===== config.mk =====
export PLATFORM = sky130hd
export DESIGN_NAME = acc_matmul_seq
export DESIGN_NICKNAME = d
export VERILOG_FILES = /design/src/rtl/acc_matmul_seq.sv
export SDC_FILE = /design/constraint.sdc
export NUM_CORES = 1
export LEC_CHECK = 0
export BUFFER_PORTS_ARGS = -buffer_cell sky130_fd_sc_hd__buf_4
export CAP_MARGIN = 15
export CELL_PAD_IN_SITES_DETAIL_PLACEMENT = 0
export CELL_PAD_IN_SITES_GLOBAL_PLACEMENT = 2
export CORE_ASPECT_RATIO = 1.5
export CORE_MARGIN = 4
export CORE_UTILIZATION = 35
export CTS_CLUSTER_DIAMETER = 150
export DETAILED_ROUTE_END_ITERATION = 8
export PLACE_DENSITY_LB_ADDON = 0.1
export SETUP_SLACK_MARGIN = 0.15
export SYNTH_ARGS = -nofsm -noshare
export SYNTH_HDL_FRONTEND = slang
export SYNTH_SLANG_ARGS = --single-unit

===== constraint.sdc =====
create_clock -name clk -period 7.35 [get_ports clk]
set_input_delay 0.3675 -clock clk [delete_from_list [all_inputs] [get_ports clk]]
set_output_delay 0.3675 -clock clk [all_outputs]
set_load 0.02 [all_outputs]

===== src/rtl/acc_matmul_seq.sv =====
// rtl/acc_matmul_seq.sv - sequential N x N matrix multiply engine, one MAC per clock
// Optional macro: ACC_SATURATE_EN (clamp accumulation at 2^OUT_W-1 instead of wrapping)
module acc_matmul_seq #(
  parameter int DAT_SIZE = 8,
  parameter int MAT_SIZE = 2,
  parameter int OUT_W    = 32
) (
  input  logic                                  clk,
  input  logic                                  rst_n,
  input  logic                                  start_i,
  input  logic [MAT_SIZE*MAT_SIZE*DAT_SIZE-1:0] a_i,
  input  logic [MAT_SIZE*MAT_SIZE*DAT_SIZE-1:0] b_i,
  output logic                                  busy_o,
  output logic                                  done_o,
  output logic [MAT_SIZE*MAT_SIZE*OUT_W-1:0]    out_o
);

  localparam int N  = MAT_SIZE;
  localparam int EW = N * N;
  localparam int IW = (N > 1) ? $clog2(N) : 1;
  localparam int PW = 2 * DAT_SIZE;
  localparam logic [IW-1:0] LAST = IW'(N - 1);

  typedef enum logic [1:0] {IDLE, CALC, DONE} state_t;
  state_t state_q, state_d;

  logic [EW*DAT_SIZE-1:0] a_q, b_q;
  logic [EW*OUT_W-1:0]    work_q, work_fin, out_q;
  logic [IW-1:0]          i_q, j_q, k_q;
  logic [OUT_W-1:0]       acc_q, acc_next, prod_ext;
  logic [DAT_SIZE-1:0]    a_el, b_el;
  logic [PW-1:0]          prod;
  logic                   k_last, j_last, i_last, accept;

  assign k_last = (k_q == LAST);
  assign j_last = (j_q == LAST);
  assign i_last = (i_q == LAST);

  assign a_el     = a_q[(int'(i_q) * N + int'(k_q)) * DAT_SIZE +: DAT_SIZE];
  assign b_el     = b_q[(int'(k_q) * N + int'(j_q)) * DAT_SIZE +: DAT_SIZE];
  assign prod     = PW'(a_el) * PW'(b_el);
  assign prod_ext = OUT_W'(prod);

`ifdef ACC_SATURATE_EN
  logic [OUT_W:0] sum;
  assign sum      = {1'b0, acc_q} + {1'b0, prod_ext};
  assign acc_next = sum[OUT_W] ? '1 : sum[OUT_W-1:0];
`else
  assign acc_next = acc_q + prod_ext;
`endif

  // The last element is still in flight on the final MAC, so merge it in for the result copy.
  always_comb begin
    work_fin = work_q;
    work_fin[(EW-1)*OUT_W +: OUT_W] = acc_next;
  end

  always_ff @(posedge clk or negedge rst_n) begin
    if (!rst_n) state_q <= IDLE;
    else        state_q <= state_d;
  end

  always_comb begin
    state_d = state_q;
    accept  = 1'b0;
    case (state_q)
      IDLE: if (start_i) begin
        state_d = CALC;
        accept  = 1'b1;
      end
      CALC: if (k_last && j_last && i_last) state_d = DONE;
      DONE: begin
        state_d = IDLE;
        if (start_i) begin
          state_d = CALC;
          accept  = 1'b1;
        end
      end
      default: state_d = IDLE;
    endcase
  end

  always_ff @(posedge clk or negedge rst_n) begin
    if (!rst_n) begin
      a_q    <= '0;
      b_q    <= '0;
      work_q <= '0;
      out_q  <= '0;
      acc_q  <= '0;
      i_q    <= '0;
      j_q    <= '0;
      k_q    <= '0;
    end else if (accept) begin
      a_q   <= a_i;
      b_q   <= b_i;
      acc_q <= '0;
      i_q   <= '0;
      j_q   <= '0;
      k_q   <= '0;
    end else if (state_q == CALC) begin
      if (k_last) begin
        work_q[(int'(i_q) * N + int'(j_q)) * OUT_W +: OUT_W] <= acc_next;
        acc_q <= '0;
        k_q   <= '0;
        if (j_last) begin
          j_q <= '0;
          i_q <= i_last ? '0 : i_q + 1'b1;
        end else begin
          j_q <= j_q + 1'b1;
        end
        if (j_last && i_last) out_q <= work_fin;
      end else begin
        acc_q <= acc_next;
        k_q   <= k_q + 1'b1;
      end
    end
  end

  assign busy_o = (state_q == CALC);
  assign done_o = (state_q == DONE);
  assign out_o  = out_q;

endmodule

==> impl_metrics.env <==
export IMPL_clockBufferDepth=3
export IMPL_timing_final_hold_violations=0
export IMPL_hpwl_um=28300
export IMPL_fmax_ghz=0.153
export IMPL_fp_row_count=94
export IMPL_crit_path_frequent_cell="fa_1"
export IMPL_worst_r2r_cell_count=16
export IMPL_ys_seq_area_share_pct=52.6
export IMPL_required_ps=7720
export IMPL_gp_congestion=0.826
export IMPL_worstSetupStartpointType="flop"
export IMPL_maxSlewViolCount=0
export IMPL_wl_per_cell_um=20.0
export IMPL_min_path_cells=2
export IMPL_cts_resized=0
export IMPL_drtIter0Drc=610
export IMPL_coreArea_sq_um=43800
export IMPL_cts_max_level=2
export IMPL_yosysWarningCount=0
export IMPL_crit_chain="mux4_2, and2_1, fa_1, fa_1, fa_1, inv_1, fa_1, inv_1, ha_1, a211oi_1, nor2_1, o41ai_4, nand3_2, and2_1, xnor2_1, o21ai_1"
export IMPL_layout_min_cycle_time_ps=6520
export IMPL_synth_top_family_by_area="multiplexers"
export IMPL_area_growth_pct=20.1
export IMPL_syn_avg_cell_area_sq_um=12.8
export IMPL_worstMarginPinSlew_ps=1130
export IMPL_startpoint="k_last$_DFFE_PN0P_"
export IMPL_ys_types=49
export IMPL_first_global_vias=10600
export IMPL_holdCritStartpoint="b_i[19]"
export IMPL_dieArea_sq_um=47700
export IMPL_cts_tree="done"
export IMPL_final_common_cell="dfrtp_1"
export IMPL_start_util_pct=35.4
export IMPL_syn_nets=1368
export IMPL_worst_path_max_fanout=21
export IMPL_min_to="b_q[19]$_DFFE_PN0P_"
export IMPL_cts_root_buf="clkbuf_16"
export IMPL_grt_max_degree=188
export IMPL_setup_violations=0
export IMPL_drc=0
export IMPL_io_pins=197
export IMPL_synth_area_sq_um=15500
export IMPL_grt_use_total_pct=16.7
export IMPL_post_route_period_util_pct=88.7
export IMPL_clock_latency_ps=520
export IMPL_regArea_sq_um=8130
export IMPL_relSlewSlack_pct=24.4
export IMPL_crit_type="reg -> reg"
export IMPL_postSynthCellCount=1205
export IMPL_die_h_um=265
export IMPL_clkSlewWorstSetupHoldPaths_ps=60
export IMPL_synth_compound_area_share_pct=9.46
export IMPL_antenna_found_initial=0
export IMPL_ff2ff_setup_slack_ps=830
export IMPL_routed_wl_um=39800
export IMPL_finalNetCount=1553
export IMPL_fin_tns_setup_ps=0
export IMPL_n_antenna_cell=0
export IMPL_worst_path_max_delay_cell="dfrtp_1"
export IMPL_status="finished clean"
export IMPL_worstReg2RegStart="k_last$_DFFE_PN0P_"
export IMPL_drive_above_1_share_pct=33.8
export IMPL_antenna_left=0
export IMPL_synthMuxAreaShare_pct=15.8
export IMPL_rsz0062_at_grt="no"
export IMPL_firstDrtPassIters=5
export IMPL_synthXorXnorAreaFrac_pct=1.36
export IMPL_layout_common_cells="dfrtp_1, buf_4, mux2_2, inv_1, a22o_1"
export IMPL_cp_end_kind="flop"
export IMPL_num_fill_cells=4162
export IMPL_min_path_type="in -> reg"
export IMPL_drv_cap=0
export IMPL_multiInputGateArea_sq_um=6730
export IMPL_grt_pass1_wl_um=63300
export IMPL_cts_buffers=34
export IMPL_reg2reg_to="out_o[114]$_DFFE_PN0P_"
export IMPL_yosys_area_share_simple_pct=6.39
export IMPL_synthAdderAreaFrac_pct=10.2
export IMPL_postCtsSetupRepairBufs=0
export IMPL_cts_sinks=325
export IMPL_dieWidth_um=180
export IMPL_fin_skew_ps=17.1
export IMPL_cp_data_arrival_time_ps=6890
export IMPL_port_buffers=196
export IMPL_cp_slowest_stage_delay_ps=1060
export IMPL_ys_ff_latch=325
export IMPL_gr_total_overflow=0
export IMPL_via_per_inst=4.95
export IMPL_vias=9829
==> repair_timing <==
| action | 4_1_cts | 5_1_grt |
|---|---|---|
| setup endpoints to repair | 0 | 0 |
| hold endpoints to repair | 67 | 0 |
| hold buffers | 1 | 0 |
==> cells in the mapped netlist (all sizes together) <==
| cell type | count | area share (%) |
|---|---|---|
| o2111ai | 3 | 0.17 |
| a221o | 1 | 0.065 |
| a211oi | 3 | 0.21 |
| or2 | 2 | 0.081 |
| dfrtp | 325 | 53 |
| a22o | 90 | 5.1 |
| buf | 27 | 0.89 |
| o31ai | 1 | 0.049 |
| or3 | 5 | 0.20 |
| nor2b | 5 | 0.20 |
| nand4 | 5 | 0.20 |
| a21oi | 14 | 0.45 |
| inv | 106 | 2.6 |
| o21bai | 2 | 0.097 |
| and3 | 8 | 0.32 |
| o22ai | 2 | 0.081 |
| o41ai | 1 | 0.18 |
| fa | 50 | 6.5 |
| xnor2 | 15 | 0.85 |
| nor3 | 6 | 0.23 |
| mux2 | 185 | 13 |
| a21o | 8 | 0.39 |
| nand3 | 13 | 0.49 |
| a31oi | 4 | 0.26 |
| xor2 | 9 | 0.51 |
| and2 | 38 | 1.5 |
| mux4 | 16 | 2.3 |
| clkbuf | 31 | 0.75 |
| o211ai | 3 | 0.21 |
| ha | 46 | 3.7 |
| and4 | 4 | 0.23 |
| a211o | 2 | 0.11 |
| nand2 | 86 | 2.1 |
| a41oi | 1 | 0.057 |
| a32o | 3 | 0.19 |
| o21ai | 54 | 1.8 |
| nor2 | 27 | 0.66 |
| nand2b | 4 | 0.16 |
==> per-layer routing <==
metal  global-route usage (%)  part of all wire (%)  up-vias
li1                         -                     -     4548
met1                     21.8                    43     5016
met2                     29.4                    51      216
met3                     2.45                   3.7       49
met4                     4.22                   2.0        0
met5                        0                     0        -
==> cell families (layout without fill, tap and decap cells) <==
group,count (synthesis),after routing
flops,325,325
simple gates,203,203
mux,201,201
compound gates,192,192
buf+inv,164,370
fa+ha+maj,96,96
xor+xnor,24,24
==> worst max-delay path: cells and delay by family (launching register included) <==
kind            cells  cell delay, ps
compound gates      3             680
xor+xnor            1             500
fa+ha+maj           5            2440
buf+inv             2              90
flops               1            1060
mux                 1             700
simple gates        4             860
==> metrics by stage <==
| step | instances | instance area [sq um] | util, % | hold WS (ps) | worst slack [ps] |
|---|---|---|---|---|---|
| final | 1987 | 18600 | 42.5 | 79.5 | 828 |
| after global routing | 1987 | 18600 | 42.5 | 62.4 | 406 |
| after CTS | 1987 | 18600 | 42.5 | 55.5 | 622 |
| after detailed placement | 1929 | 17500 | 40.1 | 372 | 611 |
| after global placement | 1929 | 17500 | 40.1 | 369 | 704 |
| after floorplan | 1205 | 15500 | - | 71.9 | 1400 |
==> worst max path at each step <==
stage	end	slack (ps)
floorplan	out_o[118]$_DFFE_PN0P_	1400
global placement	out_o[114]$_DFFE_PN0P_	700
detailed placement	out_o[114]$_DFFE_PN0P_	610
CTS	out_o[114]$_DFFE_PN0P_	620
global route	work_q[82]$_DFFE_PN0P_	410
finish	out_o[114]$_DFFE_PN0P_	830
==> area by class of cell <==
type,count,area share (%)
sequential,325,43.8
multi-input combinational,716,36.2
timing repair buffer,207,8.49
clock buffer,47,5.17
tap,576,3.88
inverter,106,2.14
clock inverter,10,0.317
==> flip-flops by register name, summed over array words and instances (netlist names) <==
name and flops:
i_last 1, k_last 1, j_last 1, work_q 96, b_q 32, out_o 128, state_q 2, acc_q 32
a_q 32
Power is not shown: default switching activity piles up to over one toggle a cycle in this logic, so the estimate is an artifact.
